[src/rtl/adder_defs.vh]
// Shared state encodings and the WIDTH/CHUNK legality check for the serial adder family.
`ifndef ADDER_DEFS_VH
`define ADDER_DEFS_VH

`define ADDER_ST_IDLE 2'd0
`define ADDER_ST_BUSY 2'd1
`define ADDER_ST_DONE 2'd2

// Expands to an elaboration-time generate check; place at module scope.
`define ADDER_CHECK_PARAMS(W, C) \
  if ((W) < 1 || (C) < 1 || (C) > (W) || ((W) % (C)) != 0) begin : g_param_err \
    $error("adder: illegal WIDTH=%0d / CHUNK=%0d", (W), (C)); \
  end

`endif

[src/rtl/adder_serial_pkg.sv]
// Types and helpers shared by the serial adder and its chunk datapath.
`include "adder_defs.vh"

package adder_serial_pkg;

  typedef enum logic [1:0] {
    ST_IDLE = `ADDER_ST_IDLE,
    ST_BUSY = `ADDER_ST_BUSY,
    ST_DONE = `ADDER_ST_DONE
  } adder_state_e;

  // Counter width that stays legal (>= 1 bit) even when a single chunk spans the word.
  function automatic int cnt_width(input int nchunk);
    return (nchunk > 1) ? $clog2(nchunk) : 1;
  endfunction

endpackage

[src/rtl/adder_bit.sv]
// Single-bit full adder, the basic cell of the chunk datapath.
module adder_bit (
  input  logic a,
  input  logic b,
  input  logic carry_in,
  output logic sum,
  output logic carry_out
);

  assign sum       = a ^ b ^ carry_in;
  assign carry_out = (a & b) | (carry_in & (a ^ b));

endmodule

[src/rtl/adder_chunk.sv]
// CHUNK-bit ripple adder built as a generate chain of adder_bit cells.
`include "adder_defs.vh"

module adder_chunk #(
  parameter int CHUNK = 2
) (
  input  logic [CHUNK-1:0] a,
  input  logic [CHUNK-1:0] b,
  input  logic             carry_in,
  output logic [CHUNK-1:0] sum,
  output logic             carry_out
);

  `ADDER_CHECK_PARAMS(CHUNK, CHUNK)

  logic [CHUNK:0] carry_chain;

  assign carry_chain[0] = carry_in;

  for (genvar gi = 0; gi < CHUNK; gi++) begin : g_bit
    adder_bit u_bit (
      .a         (a[gi]),
      .b         (b[gi]),
      .carry_in  (carry_chain[gi]),
      .sum       (sum[gi]),
      .carry_out (carry_chain[gi+1])
    );
  end

  assign carry_out = carry_chain[CHUNK];

endmodule

[src/rtl/adder_serial.sv]
// Multi-cycle a+b+carry_in, CHUNK bits per clock, LSB first, valid/ready on both sides.
// Define ADDER_SERIAL_OVERFLOW_EN to add the signed-overflow output.
`include "adder_defs.vh"

module adder_serial
  import adder_serial_pkg::*;
#(
  parameter int WIDTH = 8,
  parameter int CHUNK = 2
) (
  input  logic             clk,
  input  logic             rst,
  input  logic             in_valid,
  output logic             in_ready,
  input  logic [WIDTH-1:0] a,
  input  logic [WIDTH-1:0] b,
  input  logic             carry_in,
  output logic             out_valid,
  input  logic             out_ready,
  output logic [WIDTH-1:0] sum,
  output logic             carry_out
`ifdef ADDER_SERIAL_OVERFLOW_EN
  ,
  output logic             overflow
`endif
);

  localparam int NCHUNK = WIDTH / CHUNK;
  localparam int CNT_W  = cnt_width(NCHUNK);
  localparam logic [CNT_W-1:0] CNT_LAST = CNT_W'(NCHUNK - 1);

  `ADDER_CHECK_PARAMS(WIDTH, CHUNK)

  adder_state_e     state_q, state_d;
  logic [CNT_W-1:0] cnt_q, cnt_d;
  logic [WIDTH-1:0] a_q, a_d;
  logic [WIDTH-1:0] b_q, b_d;
  logic [WIDTH-1:0] acc_q, acc_d;
  logic             carry_q, carry_d;
  logic [WIDTH-1:0] sum_q, sum_d;
  logic             cout_q, cout_d;
  logic             in_ready_q, in_ready_d;
  logic             out_valid_q, out_valid_d;

  logic [CHUNK-1:0] chunk_sum;
  logic             chunk_cout;
  logic [WIDTH-1:0] acc_shift;

`ifdef ADDER_SERIAL_OVERFLOW_EN
  logic a_msb_q, a_msb_d;
  logic b_msb_q, b_msb_d;
  logic ovf_q, ovf_d;
`endif

  adder_chunk #(
    .CHUNK (CHUNK)
  ) u_chunk (
    .a         (a_q[CHUNK-1:0]),
    .b         (b_q[CHUNK-1:0]),
    .carry_in  (carry_q),
    .sum       (chunk_sum),
    .carry_out (chunk_cout)
  );

  // New chunk enters at the top; after NCHUNK shifts the LSB chunk sits at bit 0.
  assign acc_shift = (acc_q >> CHUNK) | (WIDTH'(chunk_sum) << (WIDTH - CHUNK));

  always_comb begin
    state_d     = state_q;
    cnt_d       = cnt_q;
    a_d         = a_q;
    b_d         = b_q;
    acc_d       = acc_q;
    carry_d     = carry_q;
    sum_d       = sum_q;
    cout_d      = cout_q;
    in_ready_d  = in_ready_q;
    out_valid_d = out_valid_q;
`ifdef ADDER_SERIAL_OVERFLOW_EN
    a_msb_d     = a_msb_q;
    b_msb_d     = b_msb_q;
    ovf_d       = ovf_q;
`endif
    case (state_q)
      ST_IDLE: begin
        if (in_valid) begin
          a_d        = a;
          b_d        = b;
          carry_d    = carry_in;
          cnt_d      = '0;
          in_ready_d = 1'b0;
          state_d    = ST_BUSY;
`ifdef ADDER_SERIAL_OVERFLOW_EN
          a_msb_d    = a[WIDTH-1];
          b_msb_d    = b[WIDTH-1];
`endif
        end
      end
      ST_BUSY: begin
        a_d     = a_q >> CHUNK;
        b_d     = b_q >> CHUNK;
        acc_d   = acc_shift;
        carry_d = chunk_cout;
        cnt_d   = cnt_q + CNT_W'(1);
        if (cnt_q == CNT_LAST) begin
          cnt_d       = '0;
          sum_d       = acc_shift;
          cout_d      = chunk_cout;
          out_valid_d = 1'b1;
          state_d     = ST_DONE;
`ifdef ADDER_SERIAL_OVERFLOW_EN
          ovf_d       = (a_msb_q == b_msb_q) && (acc_shift[WIDTH-1] != a_msb_q);
`endif
        end
      end
      ST_DONE: begin
        if (out_ready) begin
          out_valid_d = 1'b0;
          in_ready_d  = 1'b1;
          state_d     = ST_IDLE;
        end
      end
      default: begin
        out_valid_d = 1'b0;
        in_ready_d  = 1'b1;
        state_d     = ST_IDLE;
      end
    endcase
  end

  always_ff @(posedge clk) begin
    if (rst) begin
      state_q     <= ST_IDLE;
      cnt_q       <= '0;
      a_q         <= '0;
      b_q         <= '0;
      acc_q       <= '0;
      carry_q     <= 1'b0;
      sum_q       <= '0;
      cout_q      <= 1'b0;
      in_ready_q  <= 1'b1;
      out_valid_q <= 1'b0;
`ifdef ADDER_SERIAL_OVERFLOW_EN
      a_msb_q     <= 1'b0;
      b_msb_q     <= 1'b0;
      ovf_q       <= 1'b0;
`endif
    end else begin
      state_q     <= state_d;
      cnt_q       <= cnt_d;
      a_q         <= a_d;
      b_q         <= b_d;
      acc_q       <= acc_d;
      carry_q     <= carry_d;
      sum_q       <= sum_d;
      cout_q      <= cout_d;
      in_ready_q  <= in_ready_d;
      out_valid_q <= out_valid_d;
`ifdef ADDER_SERIAL_OVERFLOW_EN
      a_msb_q     <= a_msb_d;
      b_msb_q     <= b_msb_d;
      ovf_q       <= ovf_d;
`endif
    end
  end

  assign in_ready  = in_ready_q;
  assign out_valid = out_valid_q;
  assign sum       = sum_q;
  assign carry_out = cout_q;
`ifdef ADDER_SERIAL_OVERFLOW_EN
  assign overflow  = ovf_q;
`endif

endmodule

[config.mk]
export PLATFORM = sky130hd
export DESIGN_NAME = adder_serial
export DESIGN_NICKNAME = d
export VERILOG_FILES = /design/src/rtl/adder_serial_pkg.sv /design/src/rtl/adder_bit.sv /design/src/rtl/adder_chunk.sv /design/src/rtl/adder_serial.sv
export VERILOG_INCLUDE_DIRS = /design/src /design/src/rtl
export SDC_FILE = /design/constraint.sdc
export NUM_CORES = 1
export LEC_CHECK = 0
export ABC_AREA = 1
export CAP_MARGIN = 5
export CELL_PAD_IN_SITES_DETAIL_PLACEMENT = 0
export CELL_PAD_IN_SITES_GLOBAL_PLACEMENT = 1
export CORE_MARGIN = 5
export CORE_UTILIZATION = 39
export DETAILED_ROUTE_END_ITERATION = 10
export PLACE_DENSITY_LB_ADDON = 0.1
export SLEW_MARGIN = 20
export SYNTH_ARGS = -nofsm -noshare
export SYNTH_HDL_FRONTEND = slang
export SYNTH_SLANG_ARGS = --single-unit
[constraint.sdc]
create_clock -name clk -period 2.6 [get_ports clk]
set_clock_uncertainty 0.2 [all_clocks]
set_input_delay 0.39 -clock clk [delete_from_list [all_inputs] [get_ports clk]]
set_output_delay 0.39 -clock clk [all_outputs]
set_load 0.02 [all_outputs]
Word level (Yosys, flattened, before mapping)
Index checks and enable logic that the tools add are counted.

storage, ports and cells
  flip-flop bits (word level) = 40
  output and inout port bits = 11
  word-level logic and storage cells = 56

cells by class
  add/subtract/negate cells = 1
  equal/unequal tests = 6
  muxes and demuxes = 19
  bitwise logic cells = 13
  reductions and logical operators = 7

operator list
  operator             number
  $pmux 8 s2           2
  $mux 8               2
  $mux 2               5
  $reduce_and 3->1     3
  $or 6x8->8           1
  $ne 2x2->1 const B   3
  $pmux 1 s3           2
  $pmux 2 s3           1
  $mux 1               5
  $and 1x1->1          4
  $eq 2x2->1 const B   2
  $pmux 2 s2           1
  $reduce_and 2->1     2
  $xor 1x1->1          4
  $add 2x1->2 const B  1
  $eq 2x1->1 const B   1
  $logic_not 2->1      1
  $not 1->1            2
  $or 1x1->1           2
  $pmux 1 s2           1
  $reduce_bool 2->1    1

Depth between registers and ports, before layout
Gate-level depths: netlist of the first run.

  word-level depth = 6
  gate-level depth with buffers = 8
  mapped depth without buffers = 8

By module
Synthesis of the first run repeated with hierarchy kept, for this count alone.

second synthesis, totals
  cell total of the unflattened synthesis = 247
  area, all modules = 1,706.6 µm²

modules (own cells, without submodules)
  module        instances  cells each  area an instance (µm²)  seq. area each (µm²)
  adder_serial  1          245         1,666.6                 760.7
  adder_bit     2          1           20.0                    0.0

Worst setup path after synthesis of the first run
OpenSTA, ideal clock, no wires.

  kind = flip-flop to flip-flop
  start point = reg carry_q
  end point = reg sum_q[7], in the netlist sum[7]
  arrival time = 1,396 ps
  required time = 2,290 ps
  path slack = 895 ps
  cell stages (with the launch flop) = 7
  clock period less this slack = 1,705 ps
  path through = dfxtp_1 > inv_1 > fa_1 > fa_1 > nand2_1 > nand2_1 > nor2_1

on the way
  word-level cells in the longest chain between the ends = 4

ends and longest elaborated chain
  what                      RTL line             source
  start: declaration        adder_serial.sv:39   logic carry_q, carry_d;
  start signal: assignment  adder_serial.sv:154  carry_q <= carry_d;
  $and 1x1->1               adder_bit.sv:11      assign carry_out = (a & b) | (carry_in & (a ^ b));
  $or 1x1->1                adder_bit.sv:11
  $xor 1x1->1               adder_bit.sv:10      assign sum = a ^ b ^ carry_in;
  $or 6x8->8                adder_serial.sv:66   assign acc_shift = (acc_q >> CHUNK) | (WIDTH'(chunk_sum) << (WIDTH - CHUNK));
  end signal: assignment    adder_serial.sv:155  sum_q <= sum_d;
  end: declaration          adder_serial.sv:40   logic [WIDTH-1:0] sum_q, sum_d;

No other way between the ends.
A chain may end at the register's enable or synchronous reset.

Worst setup path after layout of the first run
  start point = reg in_ready_q, in the netlist in_ready
  end point = out in_ready

RTL lines
  what                      RTL line             source
  start: declaration        adder_serial.sv:42   logic in_ready_q, in_ready_d;
  start signal: assignment  adder_serial.sv:157  in_ready_q <= in_ready_d;
  end: declaration          adder_serial.sv:14   output logic in_ready,

No word-level cell between the ends.

==> results of run 1 <==
## cell families (layout without fill, tap and decap cells)
group | count (synthesis) | in the layout | share of synthesized area, %
buffers and inverters | 60 | 92 | 14.7
AO/OA/AOI/OAI | 26 | 26 | 8.08
AND/OR/NAND/NOR | 148 | 148 | 32.7
adder cells (fa/ha/maj) | 3 | 3 | 2.88
flip-flops | 38 | 38 | 41.6
## layer usage
layer	GRT usage [%]	routed length [um]
met1	17.5	1910
met5	0	0
met3	4.24	165
met4	6.29	74
met2	19.5	1510
## cell type report
class	count	area (um^2)
Clock buffer	7	86.3
Clock inverter	1	5.00
Fill cell	499	2370
Inverter	48	183
Multi-Input combinational cell	177	798
Sequential cell	38	761
Tap cell	54	67.6
Timing Repair Buffer	36	360
## stage by stage
step	setup WS (ns)	cells	hold slack (ns)	cell area (um^2)	power [uW]
3_3_place_gp	0.675	353	0.248	2170	865
3_5_place_dp	0.648	353	0.253	2170	866
6_report	0.769	361	0.261	2260	1270
2_1_floorplan	0.895	275	0.239	1830	800
4_1_cts	0.744	361	0.264	2260	1290
5_1_grt	0.678	361	0.292	2260	1350
## cells in the mapped netlist
master    count
nor2_1       44
buf_2         5
nand3_1       8
nand2_2       3
inv_4         1
nand2_1      89
a21oi_1      19
nor2_4        1
inv_2         1
a21boi_0      1
or2_2         1
buf_6         2
fa_1          2
dfxtp_1      38
ha_1          1
inv_1        46
o21ai_4       1
a21oi_2       1
nand2_4       2
o21ai_0       4
buf_4         5
## cell usage in the layout, fill, tap and decap left out, types with 2 or more instances in the layout
cell	count
a21oi_1	19
buf_4	4
clkbuf_8	6
clkdlybuf4s50_1	31
dfxtp_1	38
fa_1	2
inv_1	46
nand2_1	89
nand2_2	3
nand2_4	2
nand3_1	8
nor2_1	44
o21ai_0	4
## final timing paths
path                                             from               endpoint  slack (ns)
worst max-delay path            in_ready$_SDFFE_PP1P_               in_ready        0.77
worst min-delay path            in_ready$_SDFFE_PP1P_  in_ready$_SDFFE_PP1P_        0.26
worst max register to register   carry_q$_SDFFE_PP0P_  acc_q[7]$_SDFFE_PP0P_        0.82
worst min register to register  in_ready$_SDFFE_PP1P_  in_ready$_SDFFE_PP1P_        0.26
## power groups by stage
stage / clock network, uW / registers, uW / logic, uW
floorplan: 0 / 647 / 154
global placement: 0 / 653 / 212
detailed placement: 0 / 654 / 211
CTS: 439 / 641 / 213
global route: 466 / 645 / 243
finish: 421 / 641 / 209
## flip-flops by register name (all words and copies together), names as in the netlist
register   cells
b_q            8
state_q        2
out_valid      1
cnt_q          2
in_ready       1
acc_q          6
carry_q        1
carry_out      1
a_q            8
sum            8
## worst min-delay path, delay by kind of cell (launching register included)
family | cells | cell delay [ns]
flops | 1 | 0.32
simple gates | 2 | 0.10
==> out/results.ini, run 1 <==
[worst_setup_path]
cpPeakStageDelay_ns=0.61
crit_chain=clkdlybuf4s50_1
critPathLaunchType=flip-flop
crit_type=reg -> out
arrival_ns=1.24
cp_slowest_cell=clkdlybuf4s50_1
r2r_cells=6
crit_buf_inv=1
crit_path_end_kind=primary output
cp_top_family=buffers and inverters
critPathRequiredTime_ns=2.01
cp.depth=1
path_max_fanout=2

[drt]
post_drt_wl_per_cell_um=10.1
ant_nets=0
drt-initial-drc-count=92
drt_first_pass_iters=6
drt-total-wl_um=3660
vias=1550
drcViolationCount=0
avgViaCountPerCell=4.29

[logic_synthesis]
synth_top_area_share_pct=41.6
synth-warning-count=0
yosysTopAreaCell=dfxtp_1
netlist_instances=275
yosysUniqueCellTypes=21
avgSynthCellArea_um2=6.64
synth_area_leaders=dfxtp_1 42%, nand2_1 18%, inv_1 9.5%
synth_nets=299
syn_area_mm2=0.00183
ys_seq_elements=38
synth_sequential_area_ratio_pct=41.6

[clocking]
cts_buffers=5
cts_tree=built
cts_buffer_depth=2
postCtsHoldBufs=0
postCtsResizedCells=0
clock_sinks=38
htree_num_levels=2
clock_latency_ns=0.29
cts.clk_slew.worst_paths_ns=0.07
cts-root-buf=clkbuf_8
cts_setup_buffers=0

[place]
hpwlAfterDp_um=2510
gp_congestion=0.719
port_buffers=31

[grt]
grt_overflow=0
grt_pass1_vias=1394
grt_antenna_before_repair=0
track_usage_pct=13.3
grt_pass1_wl_um=6400
grt_max_degree=33

[pwr]
clkPwrFrac_pct=33.1
p_sw_uw=342
p_int_uw=928
vdd_drop_max_uv=239
pwr-share-comb_pct=16.4
leakagePower_uw=0.00109
pwr-share-seq_pct=50.4
power_density_mw_per_mm2=562
p_sw_share_pct=26.9

[floorplanning]
initial_core_util_pct=39.5
dieHeight_um=78.4
design.core.area_mm2=0.00463
row_count=25
die_w_um=78.4
ios=32
dieArea_mm2=0.00615

[timing]
finalMaxSlewViolations=0
fmax_mhz=546
tns_ns=0
period_needed_ns=1.83
maxSlewHeadroom_pct=63.9
finalSetupViolations=0
worst_pin_slew_ns=0.541
hold_viol=0
min_period_over_period_pct=70.4
rsz0062_at_grt=no

[layout]
drive_gt1_share_pct=7.49
diodes=0
area_delta_synth_final_pct=23.8
nNetsFinal=330
utilization_pct=48.8

[hold_path]
whs_path_depth=2
hold_path_class=reg -> reg

[outcome]
status=finished, final reports clean

[job]
drv_cap=0

No activity file was read; power rests on OpenSTA's default activity.
==> inputs of run 2 (changes only) <==
CORE_UTILIZATION = 33   (was 39)
clock period = 1.5 ns   (was 2.6 ns; I/O delays follow)
==> run 2 against run 1 <==
Compared with the run above:
- the flow now finishes with violations (setup timing)
- first-iteration DRC count shrank 30%
- core utilization shrank 5.4 points
- sequential share of layout area shrank 1.4 points
- critical path depth grew 5
- highest routed layer unchanged
- largest power group unchanged
- global-route usage shrank 2.0 points
- die area grew 16%
- flip-flop and latch count is the same
- clock power grew 100%
- sequential power grew 72%
- worst setup slack lost 0.99 ns
==> out/results.ini, run 2 (same netlist as run 1, synthesis figures left out) <==
[clocking]
clock_sinks=38
postCtsHoldBufs=0
cts_tree=built
clock_latency_ns=0.29
cts-root-buf=clkbuf_8
cts.clk_slew.worst_paths_ns=0.08
cts_buffer_depth=2
cts_buffers=5
htree_num_levels=2

[timing]
fmax_mhz=582
tns_ns=-0.585
rsz0062_at_grt=yes
hold_viol=0
maxSlewHeadroom_pct=79.5
min_period_over_period_pct=114
setup_ws_ns=-0.217
worst_pin_slew_ns=0.306
finalMaxSlewViolations=0
period_needed_ns=1.72
finalSetupViolations=4

[worst_setup_path]
rr_endpoint=sum[7]$_SDFFE_PP0P_
regToRegStartpoint=carry_q$_SDFFE_PP0P_
crit_type=reg -> reg
path_max_fanout=2
critPathRequiredTime_ns=1.49
critPathLaunchType=flip-flop
crit_path_end_kind=flip-flop
crit_chain=inv_2 > fa_2 > fa_2 > nand2_1 > nand2_1 > nor2_1
crit_buf_inv=1
cp_slowest_cell=fa_2
cp_top_family=adder cells
r2r_cells=6
arrival_ns=1.71
ff2ff_setup_slack_ns=-0.22
cpPeakStageDelay_ns=0.54

[place]
place_inst=376
port_buffers=31
gp_congestion=0.722
dp_slack_ns=-0.210
hpwlAfterDp_um=2630
dpl_cell_area_mm2=0.00226

[layout]
final_cells=385
final_area_mm2=0.00236
area_delta_synth_final_pct=29.5
drive_gt1_share_pct=11.5
final_common_cell=nand2_1
nNetsFinal=336
diodes=0
layout_common_cells=89 x nand2_1, 44 x inv_1, 44 x nor2_1

[grt]
grt_overflow=0
grt_antenna_before_repair=0
grt_max_degree=32
track_usage_pct=11.3
grt_pass1_vias=1503
grt_pass1_wl_um=6580

[floorplanning]
dieHeight_um=84.4
design.core.area_mm2=0.00544
ios=32
initial_core_util_pct=33.6
row_count=27
die_w_um=84.4
dieArea_mm2=0.00712

[outcome]
status=complete, but fails checks
violations=setup timing

[pwr]
total_power_uw=2350
leakagePower_uw=0.00119
vdd_drop_max_uv=444
power_density_mw_per_mm2=994

[drt]
post_drt_wl_per_cell_um=9.65
drt-total-wl_um=3720
drcViolationCount=0
drt_first_pass_iters=4
drt-initial-drc-count=64
vias=1587
avgViaCountPerCell=4.12
ant_nets=0

[job]
drv_cap=0

[hold_path]
whs_path_depth=2
hold_path_class=reg -> reg
min_to=in_ready$_SDFFE_PP1P_
hold_start=in_ready$_SDFFE_PP1P_

[run 2: area by class of cell]
class | count | area [um^2]
Multi-Input combinational cell | 177 | 803
Clock buffer | 5 | 68.8
Tap cell | 72 | 90.1
Inverter | 48 | 183
Sequential cell | 38 | 763
Timing Repair Buffer | 42 | 417
Fill cell | 609 | 3070
Clock inverter | 3 | 40.0
[run 2: where the power goes]
group	internal, uW	switching (uW)	total, uW
clock network	489	361	850
registers	1080	27.1	1100
logic	188	210	398
[run 2: timing repair]
item                       CTS  global route
setup endpoints to repair   15             5
pin swaps                    2             0
buffers inserted             1             0
gates resized for setup     13             1
[run 2: how the worst max path moves through the flow]
stage                                    start                     to  slack, ns  cells past startpoint
after floorplan            b_q[0]$_SDFFE_PP0P_    sum[7]$_SDFFE_PP0P_      -0.17                      6
after global placement     b_q[0]$_SDFFE_PP0P_    sum[7]$_SDFFE_PP0P_      -0.21                      6
after detailed placement   b_q[0]$_SDFFE_PP0P_    sum[7]$_SDFFE_PP0P_      -0.21                      6
after CTS                 carry_q$_SDFFE_PP0P_    sum[7]$_SDFFE_PP0P_      -0.19                      6
after global routing      carry_q$_SDFFE_PP0P_  acc_q[7]$_SDFFE_PP0P_      -0.28                      6
final                     carry_q$_SDFFE_PP0P_    sum[7]$_SDFFE_PP0P_      -0.22                      6
[run 2: layer usage]
metal / wire length (um) / GRT usage (%)
met5: 0 / 0
met4: 64 / 3.88
met3: 173 / 3.63
met2: 1570 / 17.9
met1: 1910 / 14.5
[run 2: metrics by stage]
| step | utilization [%] | hold slack, ns |
|---|---|---|
| 2_1_floorplan | - | 0.173 |
| 3_3_place_gp | 41.5 | 0.239 |
| 3_5_place_dp | 41.5 | 0.240 |
| 4_1_cts | 43.4 | 0.250 |
| 5_1_grt | 43.5 | 0.275 |
| 6_report | 43.5 | 0.243 |
[run 2: worst reg2reg max path: stages, from the launching register on]
cell and delay (ns):
dfxtp_2 0.33, inv_2 0.04, fa_2 0.37, fa_2 0.54, nand2_1 0.05, nand2_1 0.06, nor2_1 0.03
==> inputs of run 3 (changes only) <==
CAP_MARGIN = 40   (was 5)
==> results of run 3 <==
Final layout, timing and power as in run 2 (identical DEF).
